<file path="src/rtl/program_sequencer.sv">
// Fetch/sequence stage for the 8-bit teaching CPU. Owns the program counter,
// fetches 16-bit words from instruction memory, latches them into an
// instruction register and strobes them to the datapath for one execute slot.
// Resolves HALT, absolute jumps and conditional relative branches, and
// restarts from address 0 whenever the program-select switches change.
module program_sequencer #(
  parameter int unsigned PC_LIMIT = 127
) (
  input  logic        clk,
  input  logic        rst,
  input  logic [7:0]  programSelect,
  input  logic        start,
  input  logic        hold,
  input  logic [15:0] instruction,
  input  logic [7:0]  condValue,
  output logic [7:0]  address,
  output logic [15:0] instrReg,
  output logic        instrValid,
  output logic [3:0]  condReg,
  output logic        running,
  output logic        halted,
  output logic        fault,
  output logic [7:0]  instrCount
);

  typedef enum logic [1:0] {
    StIdle,
    StFetch,
    StExec,
    StHalted
  } state_e;

  localparam logic [3:0] OpBranch = 4'b1100;
  localparam logic [3:0] OpJump   = 4'b1101;
  localparam logic [3:0] OpHalt   = 4'b1110;

  // Compared in 9 bits so a wrap past 255 is still seen as out of range.
  localparam logic [8:0] PcLimit  = 9'(PC_LIMIT);

  state_e      state_q, state_d;
  logic [7:0]  pc_q, pc_d;
  logic [15:0] instr_reg_q, instr_reg_d;
  logic [7:0]  sel_latched_q, sel_latched_d;
  logic        fault_q, fault_d;
  logic [7:0]  instr_count_q, instr_count_d;

  logic        sel_changed;
  logic [3:0]  opcode;
  logic [8:0]  pc_inc;
  logic [8:0]  next_pc;

  // Next-PC selection for the instruction currently held in instr_reg_q.
  always_comb begin
    sel_changed = (programSelect != sel_latched_q);
    opcode      = instr_reg_q[15:12];
    pc_inc      = {1'b0, pc_q} + 9'd1;
    next_pc     = pc_inc;
    if (opcode == OpJump) begin
      next_pc = {1'b0, instr_reg_q[7:0]};
    end else if (opcode == OpBranch && condValue != 8'h00) begin
      next_pc = pc_inc + {5'b0, instr_reg_q[3:0]};
    end
  end

  // Sequencer FSM: next state and next values of all registered state.
  always_comb begin
    state_d       = state_q;
    pc_d          = pc_q;
    instr_reg_d   = instr_reg_q;
    sel_latched_d = sel_latched_q;
    fault_d       = fault_q;
    instr_count_d = instr_count_q;

    unique case (state_q)
      StIdle: begin
        pc_d = 8'h00;
        if (start) begin
          state_d       = StFetch;
          fault_d       = 1'b0;
          instr_count_d = 8'h00;
          sel_latched_d = programSelect;
        end
      end

      StFetch: begin
        if (sel_changed) begin
          state_d = StIdle;
          pc_d    = 8'h00;
        end else begin
          instr_reg_d = instruction;
          state_d     = StExec;
        end
      end

      StExec: begin
        // A program change abandons the instruction without retiring it.
        if (sel_changed) begin
          state_d = StIdle;
          pc_d    = 8'h00;
        end else if (!hold) begin
          if (instr_count_q != 8'hFF) begin
            instr_count_d = instr_count_q + 8'd1;
          end
          if (opcode == OpHalt) begin
            state_d = StHalted;
          end else if (next_pc > PcLimit) begin
            state_d = StHalted;
            fault_d = 1'b1;
          end else begin
            state_d = StFetch;
            pc_d    = next_pc[7:0];
          end
        end
      end

      StHalted: begin
        if (sel_changed) begin
          state_d = StIdle;
          pc_d    = 8'h00;
        end else if (start) begin
          state_d       = StFetch;
          pc_d          = 8'h00;
          fault_d       = 1'b0;
          instr_count_d = 8'h00;
          sel_latched_d = programSelect;
        end
      end

      default: begin
        state_d = StIdle;
        pc_d    = 8'h00;
      end
    endcase
  end

  // State registers with synchronous active-high reset.
  always_ff @(posedge clk) begin
    if (rst) begin
      state_q       <= StIdle;
      pc_q          <= 8'h00;
      instr_reg_q   <= 16'h0000;
      sel_latched_q <= 8'h00;
      fault_q       <= 1'b0;
      instr_count_q <= 8'h00;
    end else begin
      state_q       <= state_d;
      pc_q          <= pc_d;
      instr_reg_q   <= instr_reg_d;
      sel_latched_q <= sel_latched_d;
      fault_q       <= fault_d;
      instr_count_q <= instr_count_d;
    end
  end

  // Outputs decode registered state only; no combinational path from inputs.
  always_comb begin
    address    = pc_q;
    instrReg   = instr_reg_q;
    condReg    = instr_reg_q[7:4];
    instrValid = (state_q == StExec);
    running    = (state_q == StFetch) || (state_q == StExec);
    halted     = (state_q == StHalted);
    fault      = fault_q;
    instrCount = instr_count_q;
  end

endmodule
</file>
<file path="config.mk">
export PLATFORM = sky130hd
export DESIGN_NAME = program_sequencer
export DESIGN_NICKNAME = d
export VERILOG_FILES = /design/src/rtl/program_sequencer.sv
export SDC_FILE = /design/constraint.sdc
export NUM_CORES = 1
export LEC_CHECK = 0
export ABC_AREA = 0
export BUFFER_PORTS_ARGS = -buffer_cell sky130_fd_sc_hd__buf_2
export CAP_MARGIN = 20
export CORE_ASPECT_RATIO = 1.5
export CORE_MARGIN = 1
export CORE_UTILIZATION = 27
export CTS_CLUSTER_SIZE = 16
export DETAILED_ROUTE_END_ITERATION = 10
export GPL_ROUTABILITY_DRIVEN = 0
export HOLD_SLACK_MARGIN = 0.1
export PLACE_DENSITY_LB_ADDON = 0.3
export SLEW_MARGIN = 40
export SYNTH_ARGS = -nofsm -noshare
export SYNTH_HDL_FRONTEND = slang
export SYNTH_SLANG_ARGS = --single-unit
</file>
<file path="constraint.sdc">
create_clock -name clk -period 3.7 [get_ports clk]
set_input_delay 0.74 -clock clk [delete_from_list [all_inputs] [get_ports clk]]
set_output_delay 0.74 -clock clk [all_outputs]
set_load 0.01 [all_outputs]
</file>
==> results.sh <==
export IMPL_cts_buffers=5
export IMPL_hold_buffers=0
export IMPL_max_stage_delay_ns=0.45
export IMPL_async_reset_ff_share_pct=0
export IMPL_fin_skew_ns=0.005829
export IMPL_fill_cells=975
export IMPL_leakage_nw=1.598
export IMPL_status="finished, final reports clean"
export IMPL_cts_tree="built"
export IMPL_register_area_um2=860.8
export IMPL_port_buffers=75
export IMPL_grt_pass1_wl_um=10410
export IMPL_arrival_ns=3.28
export IMPL_layout_commonest_cell="buf_2"
export IMPL_remaining_drc_errors=0
export IMPL_setup_tns_ns=0
export IMPL_grt_usage_pct=14.18
export IMPL_power_density_nw_per_um2=337.5
export IMPL_final_cell_mix="buf_2 (75), nor2_1 (50), dfxtp_1 (43)"
export IMPL_max_cap_violations=0
export IMPL_hold_path_class="reg2reg"
export IMPL_end_kind="flip-flop"
export IMPL_synthesis_nets=331
export IMPL_multiInputGateArea_um2=1590
export IMPL_ys_seq_area_share_pct=33.87
export IMPL_synthCells=282
export IMPL_wl_per_cell_um=13.76
export IMPL_cp_slowest_cell="dfxtp_1"
export IMPL_die_h_um=120.8
export IMPL_fmax_mhz=326.4
export IMPL_worstSkewPairLatency_ns=0.29
export IMPL_clock_path_buffers=2
export IMPL_vias=2266
export IMPL_cts_root_buf="clkbuf_16"
export IMPL_drtAntennaViolNets=0
export IMPL_drtIter0Drc=60
export IMPL_die_width_um=81.21
export IMPL_hpwl_um=4915
export IMPL_via_per_inst=4.821
export IMPL_layout_min_cycle_time_ns=3.064
export IMPL_layout_drive_gt1_share_pct=27.09
export IMPL_power_total_w=0.001083
export IMPL_layout_nets=406
export IMPL_maxSlewHeadroom_pct=53.88
export IMPL_min_period_over_period_pct=82.81
export IMPL_rsz0062_at_grt="no"
export IMPL_final_hold_violation_count=0
export IMPL_yosysTopAreaCellShare_pct=33.87
export IMPL_ys_types=47
export IMPL_path_cells="nand3_1 > xnor2_1 > ha_1 > and3_1 > a211oi_1 > nand2_1 > o41ai_4 > nor2_2 > o21ai_4 > mux2i_1"
export IMPL_path_class="reg2reg"
export IMPL_fp_coreArea_um2=9200
export IMPL_synthTopCellsByArea="dfxtp_1 (34%), mux2i_1 (14%), nor2_1 (7.4%)"
export IMPL_synth_edff_count=0
export IMPL_grt_max_degree=39
export IMPL_wl_um=6467
export IMPL_dieArea_um2=9811
export IMPL_synth_flop_cell="dfxtp_1"
export IMPL_grt_pass1_vias=2211
export IMPL_finalSetupViolations=0
export IMPL_cp_required_ns=3.92
export IMPL_postCtsSetupRepairBufs=0
export IMPL_post_cts_resized=0
export IMPL_floorplan_io_pins=76
export IMPL_syn_cell_area_um2=2541
export IMPL_firstDrtPassIters=6
export IMPL_gr_total_overflow=0
export IMPL_area_delta_synth_final_pct=26.24
export IMPL_tightest_slew_ns=0.6917
export IMPL_synth_seq_cells=43
export IMPL_cp_start_kind="flip-flop"
export IMPL_vdd_drop_max_mv=0.1651
export IMPL_placementRows=43
export IMPL_antenna_found_initial=0
export IMPL_yosys_area_top_type="dfxtp_1"
export IMPL_htreeDepth=2
export IMPL_clock_sinks=43
export IMPL_path_clk_slew_ns=0.06
export IMPL_slew_violations=0
export IMPL_final_core_util_pct=34.87
export IMPL_diodes=0
export IMPL_initial_core_util_pct=27.62
export IMPL_yosysWarningCount=0
export IMPL_cp_max_fo=8
export IMPL_synth_avg_cell_area_um2=9.011
-- worst paths after layout --
path	from	to	slack, ns	cells past startpoint
min	fault	fault	0.46	2
min reg2reg	fault	fault	0.46	2
max reg2reg	address[2]	address[4]	0.64	10
max	address[2]	address[4]	0.64	10
-- synthesized netlist by cell type, types with 7 or more instances --
cell / number
nand3_1: 9
clkbuf_1: 8
inv_1: 8
xor2_1: 15
a21oi_1: 9
nand2b_1: 8
xnor2_1: 7
nand2_1: 9
mux2i_1: 35
ha_1: 12
dfxtp_1: 43
nor2_1: 50
-- critical path: cells and delay by family, from the launching register on --
family	cells	cell delay [ns]
xor+xnor	1	0.30
compound gates	3	1.06
mux	1	0.22
flops	1	0.45
simple gates	4	0.66
fa+ha+maj	1	0.30
-- per-stage QoR --
stage | hold slack, ns | instances | cell area [um^2] | worst slack (ns)
after detailed placement | 0.4497 | 462 | 3034 | 0.6987
after global placement | 0.4451 | 462 | 3034 | 0.7641
after floorplan | 0.4807 | 282 | 2541 | 1.025
after CTS | 0.4655 | 470 | 3208 | 0.6775
final | 0.4636 | 470 | 3208 | 0.6359
after global routing | 0.5090 | 470 | 3208 | 0.3886
-- cell families after synthesis --
| kind of cell | share of synthesized area [%] |
|---|---|
| multiplexers | 13.79 |
| flip-flops | 33.88 |
| AO/OA/AOI/OAI | 15.21 |
| buffers and inverters | 3.545 |
| AND/OR/NAND/NOR | 19.30 |
| adder cells (fa/ha/maj) | 6.696 |
| XOR/XNOR | 7.583 |
-- cell type report --
class                           instances  area share, %
Multi-Input combinational cell        219          49.57
Sequential cell                        43          26.83
Clock inverter                          2          1.092
Timing Repair Buffer                   80          12.87
Inverter                                8         0.9360
Tap cell                              112          4.368
Clock buffer                            6          4.329
-- metal layers --
| layer | wire, um | vias to the layer above | GRT usage [%] |
|---|---|---|---|
| li1 | - | 1141 | - |
| met1 | 2443 | 1062 | 14.56 |
| met2 | 3580 | 54 | 25.89 |
| met3 | 303 | 9 | 3.472 |
| met4 | 141 | 0 | 6.920 |
| met5 | 0 | - | 0 |
-- flip-flops by register name, summed over array words and instances (netlist names) --
signal         flops
instrReg          16
address            8
instrCount         8
sel_latched_q      8
state_q            2
fault              1
-- report_power, final --
part | switching (W) | internal [W] | total, W
clock network | 0.000191 | 0.000336 | 0.000527
logic | 0.0000410 | 0.0000377 | 0.0000787
registers | 0.00000649 | 0.000471 | 0.000477
Note: power is estimated with default switching activity, not from simulation.
